<file path="src/rtl/xaddr_decoder_nslv_if.sv">
// Bus bundle between the core data port, the address decoder and its N_SLV slaves.
// The slave modport is the decoder's view; the master modport is the surrounding core/slave side.
interface xaddr_decoder_nslv_if #(
  parameter int ADDR_W = 16,
  parameter int DATA_W = 32,
  parameter int N_SLV  = 4
);
  logic [ADDR_W-1:0]       addr;
  logic                    sel;
  logic                    ready;
  logic                    err;
  logic [DATA_W-1:0]       data_to_rd;
  logic [N_SLV-1:0]        slv_sel;
  logic [N_SLV-1:0]        slv_ready;
  logic [N_SLV*DATA_W-1:0] slv_data_to_rd;

  modport master (
    output addr, sel, slv_ready, slv_data_to_rd,
    input  ready, err, data_to_rd, slv_sel
  );

  modport slave (
    input  addr, sel, slv_ready, slv_data_to_rd,
    output ready, err, data_to_rd, slv_sel
  );
endinterface

</file>
<file path="src/rtl/xaddr_decoder_nslv.sv">
// Registered address decoder / read-data router for N_SLV power-of-two slave regions,
// with wait-state handshake, access timeout and sticky trap. Optional fault log: XDEC_TRAP_LOG_EN.
module xaddr_decoder_nslv #(
  parameter int                      ADDR_W      = 16,
  parameter int                      DATA_W      = 32,
  parameter int                      N_SLV       = 4,
  parameter logic [N_SLV*ADDR_W-1:0] SLV_BASE    = {16'hC000, 16'h8000, 16'h4000, 16'h0000},
  parameter logic [N_SLV*8-1:0]      SLV_AW      = {8'd8, 8'd8, 8'd10, 8'd12},
  parameter int                      TIMEOUT_CYC = 16
) (
  input  logic                clk,
  input  logic                rst,
  xaddr_decoder_nslv_if.slave bus,
  output logic                trap_sel,
  input  logic                trap_clr
`ifdef XDEC_TRAP_LOG_EN
  ,
  output logic [ADDR_W-1:0]   trap_addr,
  output logic                trap_cause
`endif
);

  localparam int IDX_W = (N_SLV > 1) ? $clog2(N_SLV) : 1;
  localparam int CNT_W = (TIMEOUT_CYC > 0) ? $clog2(TIMEOUT_CYC + 1) : 1;
  localparam bit TO_EN = (TIMEOUT_CYC != 0);
  localparam logic [CNT_W-1:0] TO_LAST = (TIMEOUT_CYC > 0) ? CNT_W'(TIMEOUT_CYC - 1) : '0;
  localparam logic [CNT_W-1:0] CNT_MAX = '1;

  typedef enum logic [1:0] {IDLE, ACCESS, RESP} state_t;

  state_t             state_reg, state_next;
  logic [IDX_W-1:0]   idx_reg, idx_next;
  logic [CNT_W-1:0]   cnt_reg, cnt_next;
  logic [N_SLV-1:0]   slv_sel_reg, slv_sel_next;
  logic               ready_reg, ready_next;
  logic               err_reg, err_next;
  logic [DATA_W-1:0]  data_reg, data_next;
  logic               trap_reg, trap_next;
  logic               trap_set;
  logic               fault_cause;

  logic [N_SLV-1:0]   hit;
  logic [IDX_W-1:0]   hit_idx;
  logic               any_hit;
  logic               cur_ready;
  logic [DATA_W-1:0]  cur_data;

  // Region match: clear the offset bits of the address and compare with the base.
  genvar gi;
  generate
    for (gi = 0; gi < N_SLV; gi++) begin : g_match
      localparam logic [ADDR_W-1:0] ONE  = ADDR_W'(1);
      localparam logic [ADDR_W-1:0] MASK = ~((ONE << SLV_AW[gi*8 +: 8]) - ONE);
      assign hit[gi] = ((bus.addr & MASK) == SLV_BASE[gi*ADDR_W +: ADDR_W]);
    end
  endgenerate

  // Scan downwards so the lowest matching index is the one left standing.
  always_comb begin
    hit_idx = '0;
    any_hit = 1'b0;
    for (int i = N_SLV - 1; i >= 0; i--) begin
      if (hit[i]) begin
        hit_idx = IDX_W'(i);
        any_hit = 1'b1;
      end
    end
  end

  assign cur_ready = bus.slv_ready[idx_reg];
  assign cur_data  = bus.slv_data_to_rd[idx_reg*DATA_W +: DATA_W];

  always_comb begin
    state_next   = state_reg;
    idx_next     = idx_reg;
    cnt_next     = cnt_reg;
    slv_sel_next = slv_sel_reg;
    ready_next   = 1'b0;
    err_next     = err_reg;
    data_next    = data_reg;
    trap_set     = 1'b0;
    fault_cause  = 1'b0;

    unique case (state_reg)
      IDLE: begin
        if (bus.sel) begin
          if (any_hit) begin
            idx_next     = hit_idx;
            cnt_next     = '0;
            slv_sel_next = N_SLV'(1) << hit_idx;
            state_next   = ACCESS;
          end else begin
            ready_next  = 1'b1;
            err_next    = 1'b1;
            data_next   = '0;
            trap_set    = 1'b1;
            fault_cause = 1'b0;
            state_next  = RESP;
          end
        end
      end

      ACCESS: begin
        if (cnt_reg != CNT_MAX) begin
          cnt_next = cnt_reg + 1'b1;
        end
        // Slave completion has priority over a timeout landing in the same cycle.
        if (cur_ready) begin
          ready_next   = 1'b1;
          err_next     = 1'b0;
          data_next    = cur_data;
          slv_sel_next = '0;
          state_next   = RESP;
        end else if (TO_EN && (cnt_reg == TO_LAST)) begin
          ready_next   = 1'b1;
          err_next     = 1'b1;
          data_next    = '0;
          slv_sel_next = '0;
          trap_set     = 1'b1;
          fault_cause  = 1'b1;
          state_next   = RESP;
        end
      end

      RESP: begin
        slv_sel_next = '0;
        state_next   = IDLE;
      end

      default: begin
        slv_sel_next = '0;
        state_next   = IDLE;
      end
    endcase

    trap_next = trap_set | (trap_reg & ~trap_clr);
  end

  always_ff @(posedge clk or posedge rst) begin
    if (rst) begin
      state_reg   <= IDLE;
      idx_reg     <= '0;
      cnt_reg     <= '0;
      slv_sel_reg <= '0;
      ready_reg   <= 1'b0;
      err_reg     <= 1'b0;
      data_reg    <= '0;
      trap_reg    <= 1'b0;
    end else begin
      state_reg   <= state_next;
      idx_reg     <= idx_next;
      cnt_reg     <= cnt_next;
      slv_sel_reg <= slv_sel_next;
      ready_reg   <= ready_next;
      err_reg     <= err_next;
      data_reg    <= data_next;
      trap_reg    <= trap_next;
    end
  end

  assign bus.ready      = ready_reg;
  assign bus.err        = err_reg;
  assign bus.data_to_rd = data_reg;
  assign bus.slv_sel    = slv_sel_reg;
  assign trap_sel       = trap_reg;

`ifdef XDEC_TRAP_LOG_EN
  logic [ADDR_W-1:0] addr_reg, addr_next;
  logic [ADDR_W-1:0] trap_addr_reg, trap_addr_next;
  logic              trap_cause_reg, trap_cause_next;
  logic              log_load;

  // The first fault is kept until software has cleared the trap flag.
  always_comb begin
    addr_next       = addr_reg;
    trap_addr_next  = trap_addr_reg;
    trap_cause_next = trap_cause_reg;
    if ((state_reg == IDLE) && bus.sel) begin
      addr_next = bus.addr;
    end
    log_load = trap_set & (~trap_reg | trap_clr);
    if (log_load) begin
      trap_addr_next  = fault_cause ? addr_reg : bus.addr;
      trap_cause_next = fault_cause;
    end
  end

  always_ff @(posedge clk or posedge rst) begin
    if (rst) begin
      addr_reg       <= '0;
      trap_addr_reg  <= '0;
      trap_cause_reg <= 1'b0;
    end else begin
      addr_reg       <= addr_next;
      trap_addr_reg  <= trap_addr_next;
      trap_cause_reg <= trap_cause_next;
    end
  end

  assign trap_addr  = trap_addr_reg;
  assign trap_cause = trap_cause_reg;
`endif

endmodule

</file>
<file path="src/flat_wrapper.sv">
// flat-port wrapper written by rule: the top's interface ports become plain ports
module xaddr_decoder_nslv_flat 
#(
  parameter int                      ADDR_W      = 16,
  parameter int                      DATA_W      = 32,
  parameter int                      N_SLV       = 4,
  parameter logic [N_SLV*ADDR_W-1:0] SLV_BASE    = {16'hC000, 16'h8000, 16'h4000, 16'h0000},
  parameter logic [N_SLV*8-1:0]      SLV_AW      = {8'd8, 8'd8, 8'd10, 8'd12},
  parameter int                      TIMEOUT_CYC = 16
)
  (clk, rst, trap_sel, trap_clr, bus_addr, bus_sel, bus_slv_ready, bus_slv_data_to_rd, bus_ready, bus_err, bus_data_to_rd, bus_slv_sel);
  xaddr_decoder_nslv_if #(.ADDR_W(ADDR_W), .DATA_W(DATA_W), .N_SLV(N_SLV)) bus_i ();
  input  logic clk;
  input  logic rst;
  output logic trap_sel;
  input  logic trap_clr;
  input wire logic [$bits(bus_i.addr)-1:0] bus_addr;
  input wire logic [$bits(bus_i.sel)-1:0] bus_sel;
  input wire logic [$bits(bus_i.slv_ready)-1:0] bus_slv_ready;
  input wire logic [$bits(bus_i.slv_data_to_rd)-1:0] bus_slv_data_to_rd;
  output wire logic [$bits(bus_i.ready)-1:0] bus_ready;
  output wire logic [$bits(bus_i.err)-1:0] bus_err;
  output wire logic [$bits(bus_i.data_to_rd)-1:0] bus_data_to_rd;
  output wire logic [$bits(bus_i.slv_sel)-1:0] bus_slv_sel;
  assign bus_i.addr = bus_addr;
  assign bus_i.sel = bus_sel;
  assign bus_i.slv_ready = bus_slv_ready;
  assign bus_i.slv_data_to_rd = bus_slv_data_to_rd;
  assign bus_ready = bus_i.ready;
  assign bus_err = bus_i.err;
  assign bus_data_to_rd = bus_i.data_to_rd;
  assign bus_slv_sel = bus_i.slv_sel;
  xaddr_decoder_nslv #(.ADDR_W(ADDR_W), .DATA_W(DATA_W), .N_SLV(N_SLV), .SLV_BASE(SLV_BASE), .SLV_AW(SLV_AW), .TIMEOUT_CYC(TIMEOUT_CYC)) u_core (.clk(clk), .rst(rst), .bus(bus_i), .trap_sel(trap_sel), .trap_clr(trap_clr));
endmodule
</file>
<file path="config.mk">
export PLATFORM = sky130hd
export DESIGN_NAME = xaddr_decoder_nslv_flat
export DESIGN_NICKNAME = d
export VERILOG_FILES = /design/src/rtl/xaddr_decoder_nslv_if.sv /design/src/rtl/xaddr_decoder_nslv.sv /design/src/flat_wrapper.sv
export SDC_FILE = /design/constraint.sdc
export NUM_CORES = 1
export LEC_CHECK = 0
export CAP_MARGIN = 30
export CORE_MARGIN = 3
export CORE_UTILIZATION = 32
export CTS_CLUSTER_DIAMETER = 60
export DETAILED_ROUTE_END_ITERATION = 16
export GPL_ROUTABILITY_DRIVEN = 0
export GPL_TIMING_DRIVEN = 1
export PLACE_DENSITY = 0.77
export REMOVE_ABC_BUFFERS = 1
export SYNTH_ARGS = -nofsm -noshare
export SYNTH_HDL_FRONTEND = slang
export SYNTH_SLANG_ARGS = --single-unit
</file>
<file path="constraint.sdc">
create_clock -name clk -period 1.8 [get_ports clk]
set_input_delay 0.36 -clock clk [delete_from_list [all_inputs] [get_ports clk]]
set_output_delay 0.36 -clock clk [all_outputs]
set_load 0.01 [all_outputs]
</file>
### Word level (Yosys, flattened, before mapping)

Cells that the tools add are included.

| cells by class | value |
|---|---|
| shift-type cells | 2 |
| bitwise logic cells | 3 |
| reduce and logical (&&, ||, !) cells | 8 |
| add/subtract/negate cells | 1 |
| mux-type cells | 41 |
| eq/ne operators | 11 |
| $lt $le $gt $ge | 1 |

Operators with widths:

| kind | number |
|---|---|
| $mux 32 | 4 |
| $shiftx 128x8->32 | 1 |
| $pmux 32 s2 | 1 |
| $eq 8x8->1 const B | 2 |
| $logic_not 16->1 | 1 |
| $mux 2 | 8 |
| $mux 4 | 4 |
| $mux 5 | 3 |
| $mux 1 | 14 |
| $pmux 5 s2 | 1 |
| $pmux 4 s2 | 1 |
| $reduce_and 4->1 | 2 |
| $eq 6x5->1 const B | 1 |
| $pmux 1 s2 | 3 |
| $reduce_and 3->1 | 2 |
| $add 5x1->5 const B | 1 |
| $eq 5x4->1 const B | 1 |
| $ne 5x5->1 const B | 1 |
| $ne 2x1->1 const B | 2 |
| $ne 2x2->1 const B | 2 |
| $pmux 2 s2 | 1 |
| $shl 1x2->4 const A | 1 |
| $lt 2x3->1 const B | 1 |
| $ne 3x1->1 const B | 1 |
| other kinds (8) | 8 |

| storage, ports and cells | value |
|---|---|
| register bits | 48 |
| bits of input ports | 152 |

### Longest topological paths before layout

| depth | value |
|---|---|
| word-level depth | 9 |
| gate-level depth with buffers | 7 |

### Worst setup path after synthesis

OpenSTA, ideal clock, no wires.

| timing path | value |
|---|---|
| path type | flip-flop to flip-flop |
| from | register u_core.cnt_reg[0] |
| to | register u_core.cnt_reg[4] |
| stages on the path, launching flop included | 8 |
| period minus slack after synthesis | 1.985 ns |
| library setup time | 0.125 ns |
| slack | -0.185 ns |
| arrival time | 1.860 ns |
| path through | dfrtp_1 -> ha_1 -> and3_1 -> ha_1 -> inv_1 -> a21oi_1 -> nor3_1 -> mux2_2 |

| between the ends | value |
|---|---|
| longest elaborated chain between the ends | 3 |

Ends and longest elaborated chain:

| element | RTL line | text |
|---|---|---|
| start: declaration | xaddr_decoder_nslv.sv:33 | `logic [CNT_W-1:0] cnt_reg, cnt_next;` |
| start signal: assignment | xaddr_decoder_nslv.sv:152 | `cnt_reg <= cnt_next;` |
| $add 5x1->5 / $ne 5x5->1 (equally long branches) | xaddr_decoder_nslv.sv:105, xaddr_decoder_nslv.sv:104 |  |
| $mux 5 / $ne 2x1->1 (equally long branches) | n/a |  |
| $pmux 5 s2 / $reduce_and 4->1 (equally long branches) | n/a |  |

Parallel ways exist; a longest one is shown, timed or not. The select of a mux whose other input is x is not followed.
A chain may end at the register's enable or synchronous reset.

### Final worst setup path

| timing path | value |
|---|---|
| from | register u_core.cnt_reg[0] |
| to | register u_core.slv_sel_reg[3] (netlist: u_core.bus.slv_sel[3]) |

| between the ends | value |
|---|---|
| longest elaborated chain between the ends | 3 |

Ends and longest elaborated chain:

| element | RTL line | text |
|---|---|---|
| $eq 5x4->1 | xaddr_decoder_nslv.sv:114 | `end else if (TO_EN && (cnt_reg == TO_LAST)) begin` |
| $ne 3x1->1 (no source line) | n/a |  |
| $reduce_and 3->1 (no source line) | n/a |  |
| end signal: assignment | xaddr_decoder_nslv.sv:153 | `slv_sel_reg <= slv_sel_next;` |
| end: declaration | xaddr_decoder_nslv.sv:34 | `logic [N_SLV-1:0] slv_sel_reg, slv_sel_next;` |

Every way passes these cells.

==> flow_metrics.env <==
export IMPL_synth_warnings=0
export IMPL_portBuffers=182
export IMPL_cp_end_kind="register"
export IMPL_fill_cells=624
export IMPL_rsz0062_at_grt="yes"
export IMPL_crit_type="reg -> reg"
export IMPL_num_nets_final=563
export IMPL_fp_row_count=33
export IMPL_tightest_slew_ns=0.450
export IMPL_wl_mm=9.71
export IMPL_max_slew_margin_pct=70.0
export IMPL_mostFrequentLayoutCells="clkdlybuf4s50_1, dfrtp_1, a22o_1"
export IMPL_die_height_um=98.5
export IMPL_cts_num_sinks=48
export IMPL_outcome="finished with violations"
export IMPL_syn_avg_cell_area_um2=14.3
export IMPL_vias=2629
export IMPL_drv_slew=0
export IMPL_drtPass1Iterations=4
export IMPL_clock_root_buffer="clkbuf_8"
export IMPL_wl_per_cell_um=18.9
export IMPL_initial_core_util_pct=33.2
export IMPL_finalClockSkew_ns=0.00929
export IMPL_tritoncts="done"
export IMPL_coreArea_um2=8260
export IMPL_dieArea_um2=9710
export IMPL_setup_viol=43
export IMPL_synth_cell_type_count=36
export IMPL_io_pins=191
export IMPL_grt_pass1_wl_mm=15.0
export IMPL_violations="setup timing"
export IMPL_cts_buffer_depth=2
export IMPL_synth_seq_cells=48
export IMPL_r2r_slack_ns=-0.12
export IMPL_die_w_um=98.5
export IMPL_worstSetupStartpoint="u_core.cnt_reg[0]"
export IMPL_drc=0
export IMPL_powerDensity_nw_per_um2=602
export IMPL_cts_buffers=5
export IMPL_dp_cells=490
export IMPL_synth_cells=192
export IMPL_clk_pin_slew_ns=0.09
export IMPL_yosysSeqAreaShare_pct=43.9
export IMPL_grt_usage_pct=19.5
export IMPL_min_path_type="in -> async"
export IMPL_largest_register_ffs=32
export IMPL_r2r_start="u_core.cnt_reg[0]"
export IMPL_maxCapViolCount=0
export IMPL_areaGrowthSynthToFinish_pct=97.4
export IMPL_ff_latch_area_um2=1200
export IMPL_cp_arrival_ns=2.17
export IMPL_hold_violations=0
export IMPL_leakagePower_nw=2.21
export IMPL_vdd_drop_max_uv=416
export IMPL_clock_latency_ns=0.30
export IMPL_worstPathRequired_ns=2.04
export IMPL_grt_max_degree=49
export IMPL_cts_hold_buf=0
export IMPL_antenna_cells=0
export IMPL_antenna_found_initial=0
export IMPL_syn_cell_area_um2=2740
export IMPL_initialDrtViolationCount=67
export IMPL_hold_slack_ns=0.416
export IMPL_cp_start_kind="register"
export IMPL_grt_overflow_total=0
export IMPL_multi_input_area_um2=1560
export IMPL_layout_min_cycle_time_ns=1.92
export IMPL_vias_per_cell=5.11
export IMPL_antenna_left=0
export IMPL_final_cells=514
export IMPL_r2r_end="u_core.bus.slv_sel[3]"
export IMPL_fin_crit_sh_pct=107
export IMPL_rr_worst_depth=7
export IMPL_path_max_fanout=4
export IMPL_max_freq_ghz=0.521
export IMPL_drive_gt1_share_pct=27.1
export IMPL_final_common_cell="clkdlybuf4s50_1"
export IMPL_critPathCapture="u_core.bus.slv_sel[3]"
export IMPL_first_global_vias=2871
export IMPL_timing_final_ws_setup_ns=-0.121
export IMPL_dp_hpwl_mm=7.27
export IMPL_htreeDepth=2
-- synth_stat cells --
cell type  instances  area, µm²
or2_4              1       8.76
ha_1               3       37.5
mux2i_1            1       10.0
o22ai_1            1       6.26
nand2_1            2       7.51
a21oi_1            4       20.0
and3_1             2       12.5
nand3_1            6       30.0
mux4_2            33        743
buf_4              1       7.51
nor2b_1            3       18.8
a221oi_1           1       8.76
buf_1              2       7.51
a21o_1             1       7.51
clkbuf_1          10       37.5
o41ai_1            1       8.76
a22oi_1            1       7.51
nor4_1             1       6.26
inv_1             10       37.5
a22o_1            35        307
buf_6              3       33.8
nor2_1             3       11.3
a21bo_2            1       10.0
nor4_2             1       12.5
o21ai_0            5       25.0
o2bb2ai_1          1       8.76
a21boi_0           1       7.51
a22oi_4            1       21.3
nor3b_1            1       7.51
mux2_2             2       22.5
nand2b_1           1       6.26
nor3_1             2       10.0
a221oi_2           1       15.0
a32o_1             1       10.0
and2_1             1       6.26
dfrtp_1           48       1200
-- stage by stage --
| stage | total power, mW | TNS [ns] | worst slack, ns | util (%) | cell area [µm²] |
|---|---|---|---|---|---|
| final | 3.25 | -3.24 | -0.121 | 65.5 | 5410 |
| after global routing | 3.43 | -6.18 | -0.192 | 65.5 | 5410 |
| after CTS | 3.20 | -3.35 | -0.116 | 62.5 | 5160 |
| after detailed placement | 2.23 | -17.78 | -0.436 | 59.0 | 4870 |
| after global placement | 2.21 | -15.96 | -0.420 | 59.0 | 4870 |
| after floorplan | 1.63 | -56.32 | -1.42 | - | 2650 |
-- kinds of logic (layout without fill, tap and decap cells) --
kind of cell	Yosys count	after routing	share of synthesized area, %
buffers and inverters	26	243	4.52
and+or+nand+nor	24	24	5.03
AOI/OAI and AO/OA	55	55	16.9
adders and majority gates	3	3	1.37
DFF	48	48	43.9
muxes	36	36	28.3
-- cell type report --
type                            count  area share, %
Multi-Input combinational cell    118           28.8
Tap cell                          105           2.43
Timing Repair Buffer              225           43.5
Clock inverter                      1          0.556
Sequential cell                    48           22.2
Inverter                           10          0.741
Clock buffer                        7           1.78
-- critical path, stage by stage (launching register included) --
cell and delay [ns]:
dfrtp_1 0.40, ha_2 0.18, and3_4 0.19, ha_4 0.15, or2_4 0.27, buf_6 0.13
a221oi_4 0.36, a22o_1 0.20
-- how the worst min path moves through the flow --
stage	start	slack [ns]	end
2_1_floorplan	trap_clr	0.46	u_core.trap_sel
3_3_place_gp	u_core.bus.slv_sel[1]	0.48	u_core.bus.slv_sel[1]
3_5_place_dp	u_core.bus.slv_sel[1]	0.48	u_core.bus.slv_sel[1]
4_1_cts	rst	0.42	u_core.state_reg[1]
5_1_grt	rst	0.44	u_core.bus.data_to_rd[27]
6_report	rst	0.42	u_core.cnt_reg[3]
-- metal layers --
layer  GRT usage, %  part of all wire, %  wire length (µm)  vias to the layer above
met2           37.9                   58              5640                      102
met1           21.1                   35              3380                     1310
met3           4.46                  6.0               583                        8
li1               -                    -                 -                     1209
met4           5.15                  1.2               112                        0
met5              0                    0                 0                        -
-- power by group --
| part | internal [mW] | switching [mW] | total, mW |
|---|---|---|---|
| Clock | 0.490 | 0.350 | 0.841 |
| Combinational | 0.794 | 0.397 | 1.19 |
| Sequential | 1.16 | 0.0636 | 1.22 |
| Total | 2.44 | 0.811 | 3.25 |
-- timing repair --
| item | CTS | global route |
|---|---|---|
| pin swaps | 11 | 39 |
| resized for setup | 15 | 28 |
| endpoints found under the setup margin | 45 | 45 |
| buffers inserted | 5 | 5 |
| endpoints found under the hold margin | 0 | 0 |
| gates cloned | 3 | 3 |
(Power assumes the default switching activity.)
